--- src/rtl/pkt_bufid_dispatcher_pkg.sv ---
// rtl/pkt_bufid_dispatcher_pkg.sv - shared constants and dispatch state encoding
package pkt_bufid_dispatcher_pkg;

  localparam int DEF_BUFID_W  = 9;
  localparam int RDUSEDW_W    = 9;
  localparam int PORT_NUM_MIN = 2;
  localparam int PORT_NUM_MAX = 8;

  typedef enum logic [1:0] {
    ST_IDLE    = 2'b00,
    ST_GRANT   = 2'b01,
    ST_STARVED = 2'b10,
    ST_RETURN  = 2'b11
  } dispatch_state_e;

endpackage

--- src/rtl/pkt_bufid_dispatcher_if.sv ---
// rtl/pkt_bufid_dispatcher_if.sv - free-FIFO and per-port bufid handshake bundle
interface pkt_bufid_dispatcher_if #(
  parameter int PORT_NUM = 4,
  parameter int BUFID_W  = pkt_bufid_dispatcher_pkg::DEF_BUFID_W
) ();
  import pkt_bufid_dispatcher_pkg::*;

  // free-bufid FIFO side
  logic [BUFID_W-1:0]          iv_free_bufid;
  logic                        i_free_bufid_empty;
  logic [RDUSEDW_W-1:0]        iv_free_bufid_fifo_rdusedw;
  logic                        o_free_bufid_rd;
  logic                        o_bufid_return_wr;
  logic [BUFID_W-1:0]          ov_bufid_return;

  // per-port side
  logic [PORT_NUM-1:0]         iv_port_enable;
  logic [PORT_NUM-1:0]         o_pkt_bufid_wr;
  logic [PORT_NUM*BUFID_W-1:0] ov_pkt_bufid;
  logic [PORT_NUM-1:0]         iv_pkt_bufid_ack;

  // status
  logic                        o_starve_pulse;
  logic                        o_ack_err_pulse;
  logic [1:0]                  ov_dispatch_state;

  modport master (
    input  iv_free_bufid, i_free_bufid_empty, iv_free_bufid_fifo_rdusedw,
    input  iv_port_enable, iv_pkt_bufid_ack,
    output o_free_bufid_rd, o_bufid_return_wr, ov_bufid_return,
    output o_pkt_bufid_wr, ov_pkt_bufid,
    output o_starve_pulse, o_ack_err_pulse, ov_dispatch_state
  );

  modport slave (
    output iv_free_bufid, i_free_bufid_empty, iv_free_bufid_fifo_rdusedw,
    output iv_port_enable, iv_pkt_bufid_ack,
    input  o_free_bufid_rd, o_bufid_return_wr, ov_bufid_return,
    input  o_pkt_bufid_wr, ov_pkt_bufid,
    input  o_starve_pulse, o_ack_err_pulse, ov_dispatch_state
  );

endinterface

--- src/rtl/pkt_bufid_dispatcher_rr_priority_picker.sv ---
// rtl/pkt_bufid_dispatcher_rr_priority_picker.sv - round-robin first-requester picker
module rr_priority_picker #(
  parameter int N  = 4,
  parameter int PW = $clog2(N)
) (
  input  logic [N-1:0]  req,
  input  logic [PW-1:0] ptr,
  output logic [N-1:0]  grant,
  output logic [PW-1:0] grant_idx,
  output logic          any_grant
);

  // Scan upward from ptr with wrap-around; the first requester found wins.
  always_comb begin
    logic [PW-1:0] idx;
    logic          found;
    grant     = '0;
    grant_idx = '0;
    found     = 1'b0;
    idx       = '0;
    for (int i = 0; i < N; i++) begin
      idx = PW'((int'(ptr) + i) % N);
      if (!found && req[idx]) begin
        found      = 1'b1;
        grant[idx] = 1'b1;
        grant_idx  = idx;
      end
    end
  end

  assign any_grant = |req;

endmodule

--- src/rtl/pkt_bufid_dispatcher.sv ---
// rtl/pkt_bufid_dispatcher.sv - hands free bufids to input ports round-robin, returns them on disable
module pkt_bufid_dispatcher #(
  parameter int         PORT_NUM    = 4,
  parameter int         BUFID_W     = pkt_bufid_dispatcher_pkg::DEF_BUFID_W,
  parameter logic [8:0] RESERVE_NUM = 9'd0
) (
  input  logic                   clk_sys,
  input  logic                   reset_n,
  pkt_bufid_dispatcher_if.master bus
);
  import pkt_bufid_dispatcher_pkg::*;

  localparam int PW = $clog2(PORT_NUM);

  if (PORT_NUM < PORT_NUM_MIN || PORT_NUM > PORT_NUM_MAX) begin : g_bad_port_num
    $error("pkt_bufid_dispatcher: PORT_NUM out of range");
  end

  logic [PORT_NUM-1:0] offered_q;
  logic [BUFID_W-1:0]  bufid_q [PORT_NUM];
  logic [PW-1:0]       ptr_q;
  dispatch_state_e     state_q, state_d;

  logic [PORT_NUM-1:0] ack_ok, need, ret_req, ret_oh, grant_oh, offered_d;
  logic [PW-1:0]       grant_idx, ret_idx;
  logic                any_need, any_ret, fifo_ok, do_grant, starve;

  // An acking port is still offered this cycle, so it never shows up in need.
  assign ack_ok   = bus.iv_pkt_bufid_ack & offered_q;
  assign need     = bus.iv_port_enable & ~offered_q;
  assign ret_req  = offered_q & ~bus.iv_port_enable & ~bus.iv_pkt_bufid_ack;
  assign any_ret  = |ret_req;
  assign fifo_ok  = ~bus.i_free_bufid_empty &&
                    (bus.iv_free_bufid_fifo_rdusedw > RESERVE_NUM);
  assign do_grant = any_need & fifo_ok & ~any_ret;
  assign starve   = any_need & ~fifo_ok;

  rr_priority_picker #(.N(PORT_NUM), .PW(PW)) u_picker (
    .req       (need),
    .ptr       (ptr_q),
    .grant     (grant_oh),
    .grant_idx (grant_idx),
    .any_grant (any_need)
  );

  // Lowest-index disabled port with an unconsumed bufid is returned first.
  always_comb begin
    ret_oh  = '0;
    ret_idx = '0;
    for (int p = PORT_NUM - 1; p >= 0; p--) begin
      if (ret_req[p]) begin
        ret_oh    = '0;
        ret_oh[p] = 1'b1;
        ret_idx   = PW'(p);
      end
    end
  end

  // Next offered vector: acks clear, then either one return clears or one grant sets.
  always_comb begin
    offered_d = offered_q & ~ack_ok;
    if (any_ret) begin
      offered_d = offered_d & ~ret_oh;
    end else if (do_grant) begin
      offered_d = offered_d | grant_oh;
    end
  end

  // Status reported next cycle, most significant decision first.
  always_comb begin
    state_d = ST_IDLE;
    if (any_ret) begin
      state_d = ST_RETURN;
    end else if (do_grant) begin
      state_d = ST_GRANT;
    end else if (starve) begin
      state_d = ST_STARVED;
    end
  end

  // Offer flags, round-robin pointer and status register.
  always_ff @(posedge clk_sys) begin
    if (!reset_n) begin
      offered_q <= '0;
      ptr_q     <= '0;
      state_q   <= ST_IDLE;
    end else begin
      offered_q <= offered_d;
      state_q   <= state_d;
      if (do_grant) begin
        ptr_q <= (grant_idx == PW'(PORT_NUM - 1)) ? '0 : grant_idx + PW'(1);
      end
    end
  end

  // Capture the FIFO head into the granted port's holding register.
  always_ff @(posedge clk_sys) begin
    if (!reset_n) begin
      for (int p = 0; p < PORT_NUM; p++) begin
        bufid_q[p] <= '0;
      end
    end else if (do_grant) begin
      bufid_q[grant_idx] <= bus.iv_free_bufid;
    end
  end

  // Pulses are held low during reset so the FIFO is not touched then.
  assign bus.o_free_bufid_rd   = reset_n & do_grant;
  assign bus.o_bufid_return_wr = reset_n & any_ret;
  assign bus.ov_bufid_return   = (reset_n & any_ret) ? bufid_q[ret_idx] : '0;
  assign bus.o_starve_pulse    = reset_n & starve;
  assign bus.o_ack_err_pulse   = reset_n & (|(bus.iv_pkt_bufid_ack & ~offered_q));
  assign bus.o_pkt_bufid_wr    = offered_q;
  assign bus.ov_dispatch_state = state_q;

  for (genvar p = 0; p < PORT_NUM; p++) begin : g_port_out
    assign bus.ov_pkt_bufid[p*BUFID_W +: BUFID_W] = bufid_q[p];
  end

endmodule

--- src/flat_wrapper.sv ---
// flat-port wrapper written by rule: the top's interface ports become plain ports
module pkt_bufid_dispatcher_flat import pkt_bufid_dispatcher_pkg::*;
#(
  parameter int         PORT_NUM    = 4,
  parameter int         BUFID_W     = pkt_bufid_dispatcher_pkg::DEF_BUFID_W,
  parameter logic [8:0] RESERVE_NUM = 9'd0
)
  (clk_sys, reset_n, bus_iv_free_bufid, bus_i_free_bufid_empty, bus_iv_free_bufid_fifo_rdusedw, bus_iv_port_enable, bus_iv_pkt_bufid_ack, bus_o_free_bufid_rd, bus_o_bufid_return_wr, bus_ov_bufid_return, bus_o_pkt_bufid_wr, bus_ov_pkt_bufid, bus_o_starve_pulse, bus_o_ack_err_pulse, bus_ov_dispatch_state);
  pkt_bufid_dispatcher_if #(.PORT_NUM(PORT_NUM), .BUFID_W(BUFID_W)) bus_i ();
  input  logic clk_sys;
  input  logic reset_n;
  input wire logic [$bits(bus_i.iv_free_bufid)-1:0] bus_iv_free_bufid;
  input wire logic [$bits(bus_i.i_free_bufid_empty)-1:0] bus_i_free_bufid_empty;
  input wire logic [$bits(bus_i.iv_free_bufid_fifo_rdusedw)-1:0] bus_iv_free_bufid_fifo_rdusedw;
  input wire logic [$bits(bus_i.iv_port_enable)-1:0] bus_iv_port_enable;
  input wire logic [$bits(bus_i.iv_pkt_bufid_ack)-1:0] bus_iv_pkt_bufid_ack;
  output wire logic [$bits(bus_i.o_free_bufid_rd)-1:0] bus_o_free_bufid_rd;
  output wire logic [$bits(bus_i.o_bufid_return_wr)-1:0] bus_o_bufid_return_wr;
  output wire logic [$bits(bus_i.ov_bufid_return)-1:0] bus_ov_bufid_return;
  output wire logic [$bits(bus_i.o_pkt_bufid_wr)-1:0] bus_o_pkt_bufid_wr;
  output wire logic [$bits(bus_i.ov_pkt_bufid)-1:0] bus_ov_pkt_bufid;
  output wire logic [$bits(bus_i.o_starve_pulse)-1:0] bus_o_starve_pulse;
  output wire logic [$bits(bus_i.o_ack_err_pulse)-1:0] bus_o_ack_err_pulse;
  output wire logic [$bits(bus_i.ov_dispatch_state)-1:0] bus_ov_dispatch_state;
  assign bus_i.iv_free_bufid = bus_iv_free_bufid;
  assign bus_i.i_free_bufid_empty = bus_i_free_bufid_empty;
  assign bus_i.iv_free_bufid_fifo_rdusedw = bus_iv_free_bufid_fifo_rdusedw;
  assign bus_i.iv_port_enable = bus_iv_port_enable;
  assign bus_i.iv_pkt_bufid_ack = bus_iv_pkt_bufid_ack;
  assign bus_o_free_bufid_rd = bus_i.o_free_bufid_rd;
  assign bus_o_bufid_return_wr = bus_i.o_bufid_return_wr;
  assign bus_ov_bufid_return = bus_i.ov_bufid_return;
  assign bus_o_pkt_bufid_wr = bus_i.o_pkt_bufid_wr;
  assign bus_ov_pkt_bufid = bus_i.ov_pkt_bufid;
  assign bus_o_starve_pulse = bus_i.o_starve_pulse;
  assign bus_o_ack_err_pulse = bus_i.o_ack_err_pulse;
  assign bus_ov_dispatch_state = bus_i.ov_dispatch_state;
  pkt_bufid_dispatcher #(.PORT_NUM(PORT_NUM), .BUFID_W(BUFID_W), .RESERVE_NUM(RESERVE_NUM)) u_core (.clk_sys(clk_sys), .reset_n(reset_n), .bus(bus_i));
endmodule
--- config.mk ---
export PLATFORM = sky130hd
export DESIGN_NAME = pkt_bufid_dispatcher_flat
export DESIGN_NICKNAME = d
export VERILOG_FILES = /design/src/rtl/pkt_bufid_dispatcher_pkg.sv /design/src/rtl/pkt_bufid_dispatcher_if.sv /design/src/rtl/pkt_bufid_dispatcher_rr_priority_picker.sv /design/src/rtl/pkt_bufid_dispatcher.sv /design/src/flat_wrapper.sv
export SDC_FILE = /design/constraint.sdc
export NUM_CORES = 1
export LEC_CHECK = 0
export BUFFER_PORTS_ARGS = -buffer_cell sky130_fd_sc_hd__buf_2
export CORE_ASPECT_RATIO = 1.5
export CORE_MARGIN = 3
export CORE_UTILIZATION = 52
export DETAILED_ROUTE_END_ITERATION = 7
export GPL_TIMING_DRIVEN = 0
export PLACE_DENSITY_LB_ADDON = 0.2
export SLEW_MARGIN = 10
export SYNTH_ARGS = -nofsm -noshare
export SYNTH_HDL_FRONTEND = slang
export SYNTH_SLANG_ARGS = --single-unit
--- constraint.sdc ---
create_clock -name clk_sys -period 4 [get_ports clk_sys]
set_input_delay 0.4 -clock clk_sys [delete_from_list [all_inputs] [get_ports clk_sys]]
set_output_delay 0.4 -clock clk_sys [all_outputs]
set_load 0.03 [all_outputs]
# Word-level counts from Yosys, hierarchy flattened

Memory sizes are Yosys's and may differ from the RTL's.
Index checks and enable logic that the tools add are counted.

$add $sub $neg: 4
Magnitude comparators: 9
Equal/unequal tests: 1
Mux-type cells: 49
Bitwise operators: 26
Reductions and logical operators: 15

Operators with widths:

| operator            | number |
|---|---|
| $mux 4              | 10 |
| $and 4x4->4         | 7 |
| $mux 2              | 13 |
| $not 4->4           | 5 |
| $mux 9              | 2 |
| $mux 1              | 16 |
| $or 4x4->4          | 4 |
| $lt 2x3->1 const B  | 4 |
| $reduce_or 4->1     | 3 |
| $gt 9x1->1 const B  | 1 |
| $reduce_or 9->1     | 1 |
| $bmux 1 s2          | 4 |
| $demux 1 s2         | 4 |
| $ge 2x1->1 const B  | 4 |
| $logic_and 1x1->1   | 8 |
| $and 1x1->1         | 7 |
| $add 2x1->2 const B | 2 |
| $add 2x2->2 const B | 2 |
| $logic_not 1->1     | 3 |
| $not 1->1           | 3 |
| $eq 2x2->1 const B  | 1 |

Bits in registers: 8
Bits in writable memories: 36
Input bits: 29
Output and inout bits: 55
Word-level logic and storage cells: 108
Memories kept: 1

Memory list:

| memory         | words | bits a word | read ports | clocked after Yosys merged registers in | wr ports | RTL line                   | RTL |
|---|---|---|---|---|---|---|---|
| u_core.bufid_q | 4     | 9           | 5          | 0                                       | 4        | pkt_bufid_dispatcher.sv:20 | `logic [BUFID_W-1:0] bufid_q [PORT_NUM];` |

# Logic depth before layout (Yosys ltp)

Depth in word-level cells: 17
Depth in mapped cells: 9
Depth with buffers taken out: 8

# Hierarchy

From an unflattened synthesis, not the netlist that was laid out.

Cell total of the unflattened synthesis: 255
Area, all modules: 2681.3 µm²

By module, submodules not included:

| module               | instances | cells each | area an instance (µm²) | sequential area each (µm²) |
|---|---|---|---|---|
| pkt_bufid_dispatcher | 1         | 206        | 2269.7                 | 1241.2 |
| rr_priority_picker   | 1         | 49         | 411.6                  | 0.0 |

# Worst setup path before layout

OpenSTA, ideal clock, no wires.

Path type: reg2reg
Start point: register u_core.ptr_q[1]
End point: memory u_core.bufid_q[0][0] (netlist bit), enable pin
Setup time: 0.390 ns
Arrival time: 2.881 ns
Data required time: 3.610 ns
Setup slack: 0.729 ns
Cell stages (with the launch flop): 9
Buffers on the path: 0
Clock period less this slack: 3.271 ns
Cell sequence: dfxtp_1 inv_1 ha_1 inv_1 a31oi_1 a21oi_2 o311ai_1 a22oi_2 o31ai_1

RTL lines:

| item                   | RTL line                   | RTL |
|---|---|---|
| from (decl)            | pkt_bufid_dispatcher.sv:21 | `logic [PW-1:0] ptr_q;` |
| from (signal assigned) | pkt_bufid_dispatcher.sv:91 | `ptr_q <= (grant_idx == PW'(PORT_NUM - 1)) ? '0 : grant_idx + PW'(1);` |
| to (decl)              | pkt_bufid_dispatcher.sv:20 |  |

==> flow_summary.ini <==
[critical_path]
slowest_stage = o21ai_1
regToRegStartpoint = u_core.ptr_q[1]$_SDFFE_PN0N_
crit_type = flop to flop
reg2regPathDepth = 9
critPathMaxStageDelay_ns = 0.69
crit_required_ns = 3.91
rrSetupSlack_ns = 0.30
critPathLaunchType = flop
crit_chain = inv_1 -> ha_1 -> or3b_2 -> a21oi_1 -> o21a_1 -> or3_1 -> a21oi_1 -> buf_2 -> o21ai_1
timing.rr.end = u_core.bufid_q[1][8]$_SDFFCE_PN0P_
cpMostUsedCell = a21oi_1
worstPathArrival_ns = 3.61
critPathMaxFanout = 10
crit_path_end_kind = flop

[pwr]
leakagePower_nw = 1.58
p_per_area_nw_per_um2 = 646
ir_worst_vdd_uv = 343
total_power_mw = 2.23

[worst_hold_path]
hold_class = input port to flop
worstHoldStart = bus_iv_free_bufid[3]
whs_endpoint = u_core.bufid_q[3][3]$_DFFE_PP_
min_delay_path_depth = 3

[timing]
layout_setup_ws_ns = 0.302
clock_skew_ns = 0.0121
fmax_mhz = 270
report.final.hold_viol_count = 0
slew_headroom_pct = 42.5
rsz0062_at_grt = no
setup_viol = 0
tightest_slew_ns = 0.857
setup_tns_ns = 0
period_share_pct = 92.5
slew_violations = 0
period_minus_slack_ns = 3.70

[routing]
routedWlPerCell_um = 16.0
via_per_inst = 5.68
routed_wl_um = 6710
drt_iter0_markers = 92
ant_nets = 0
num_vias = 2384
drc = 0
drt_pre_antenna_iters = 4

[floorplan]
dieArea_um2 = 6420
fp.coreArea_um2 = 5200
die_width_um = 66.4
rows = 32
die_height_um = 96.6
start_util_pct = 54.7
io_pins = 84

[clock_network]
cts_root_buffer = clkbuf_8
clkTransAtPathRegs_ns = 0.08
htreeDepth = 2
cts_buffers = 5
clockBufferDepth = 2
cts.sinks = 44
cts_tree = done
clk_latency_ns = 0.29

[layout]
fin_nets = 387
final_cells = 420
drive_gt1_share_pct = 38.4
layout_commonest_cell = buf_2
layout_common_cells = buf_2 (88), edfxtp_1 (36), nor2_1 (25)
nFillCells = 432
n_antenna_cell = 0
syn2layout_area_growth_pct = 21.5

[job]
max-cap-violations = 0

[synth]
yosys.cell_types.count = 59
ys_warn_count = 0
synth_edf_count = 36
synthArstFlopShare_pct = 0
syn-cell-area_um2 = 2850
ys_seq_area_share_pct = 43.6
syn_inst = 262
ys.flop_type = edfxtp_1
synth-seq-cells = 44
syn-num-nets = 298
postSynthAreaPerCell_um2 = 10.9

[placed_design]
dp_slack_ns = 0.0285
placed_cells = 412
dp_hpwl_um = 5390
port_buffers = 82
gp_routability_congestion = 0.870

[grt]
overflow = 0
grt_pass1_vias = 2344
grt_pass1_wl_um = 11000
grt_max_degree = 14
track_usage_pct = 22.2
antenna_found_initial = 0

[run_status]
status = complete, no violations
worst max-delay path by stage:
stage,start,endpoint,slack (ns),depth (start not counted)
4_1_cts,u_core.ptr_q[1]$_SDFFE_PN0N_,u_core.bufid_q[0][7]$_SDFFCE_PN0P_,0.02,8
3_5_place_dp,u_core.ptr_q[1]$_SDFFE_PN0N_,u_core.bufid_q[0][7]$_SDFFCE_PN0P_,0.03,8
3_3_place_gp,u_core.ptr_q[1]$_SDFFE_PN0N_,u_core.bufid_q[0][8]$_SDFFCE_PN0P_,0.08,8
5_1_grt,u_core.ptr_q[1]$_SDFFE_PN0N_,u_core.bufid_q[1][8]$_SDFFCE_PN0P_,0.02,9
2_1_floorplan,u_core.ptr_q[1]$_SDFFE_PN0N_,u_core.bufid_q[0][0]$_SDFFCE_PN0P_,0.73,8
6_report,u_core.ptr_q[1]$_SDFFE_PN0N_,u_core.bufid_q[1][8]$_SDFFCE_PN0P_,0.30,9
power breakdown:
| group | internal [mW] | total, mW | switching [mW] |
|---|---|---|---|
| sequential | 0.612 | 0.688 | 0.0762 |
| clock | 0.185 | 0.326 | 0.140 |
| combinational | 0.422 | 1.22 | 0.797 |
| total | 1.22 | 2.23 | 1.01 |
per-layer routing:
metal	global-route usage (%)	vias to the layer above	wire length (um)
li1	-	1159	-
met1	23.8	1121	2450
met2	39.5	81	3700
met3	2.90	23	271
met4	13.3	0	298
met5	0	-	0
per-stage QoR:
step | hold slack [ns] | instance area, um^2 | util (%)
after floorplan | 0.563 | 2850 | -
after global placement | 0.558 | 3340 | 64.2
after detailed placement | 0.556 | 3340 | 64.2
after CTS | 0.398 | 3450 | 66.3
after global routing | 0.405 | 3460 | 66.4
final | 0.402 | 3460 | 66.4
cell usage after synthesis, types with 3 or more instances:
master / count / share of area (%)
nand2_4: 8 / 3.2
nand3b_1: 4 / 1.1
nor2b_1: 5 / 1.1
mux4_2: 12 / 9.5
inv_1: 17 / 2.2
o21ai_0: 5 / 0.88
and2_1: 9 / 2.0
nor4_1: 3 / 0.66
nor3_1: 16 / 2.8
dfxtp_1: 8 / 5.6
or2_2: 3 / 0.66
mux2i_1: 4 / 1.4
a21oi_1: 12 / 2.1
buf_2: 6 / 1.1
nor3b_1: 4 / 1.1
edfxtp_1: 36 / 38
o21ai_1: 4 / 0.70
nand2_1: 15 / 2.0
ha_1: 7 / 3.1
and3_1: 4 / 0.88
nand2b_1: 7 / 1.5
o211ai_1: 3 / 0.79
a31oi_1: 3 / 0.66
nor2_1: 25 / 3.3
a31o_1: 3 / 0.92
cell type report:
cell class / instances / area [um^2] / share of cell area, %
buffer: 8 / 37.5 / 1.09
clock buffer: 6 / 72.6 / 2.10
clock inverter: 2 / 35.0 / 1.01
inverter: 19 / 83.8 / 2.42
multi-input combinational: 191 / 1490 / 43.2
sequential: 44 / 1240 / 35.9
tap: 68 / 85.1 / 2.46
timing repair buffer: 82 / 410 / 11.9
cells by family (layout without fill, tap and decap cells):
family | Yosys count | after routing | share of synthesized area, %
simple gates | 117 | 117 | 25.1
compound gates | 50 | 50 | 12.7
flops | 44 | 44 | 43.6
buf+inv | 27 | 117 | 4.26
mux | 17 | 17 | 11.3
fa+ha+maj | 7 | 7 | 3.08
repair_timing:
action | CTS | global route
hold buffers | 0 | 0
setup endpoints to repair | 0 | 9
setup buffers | 0 | 0
resized for setup | 0 | 1
sequential cells by signal (all words and copies together), names as in the netlist, named ones only:
name,cells
u_core.bufid_q,36
u_core.bus.o_pkt_bufid_wr,4
u_core.bus.ov_dispatch_state,2
u_core.ptr_q,1
critical path: cells and delay by family, from the launching register on:
family / cells / cell delay (ns)
AND/OR/NAND/NOR: 2 / 0.57
flip-flops: 1 / 0.56
buffers and inverters: 2 / 0.48
AO/OA/AOI/OAI: 4 / 1.31
adder cells (fa/ha/maj): 1 / 0.40
Note: power is estimated with default switching activity, not from simulation.
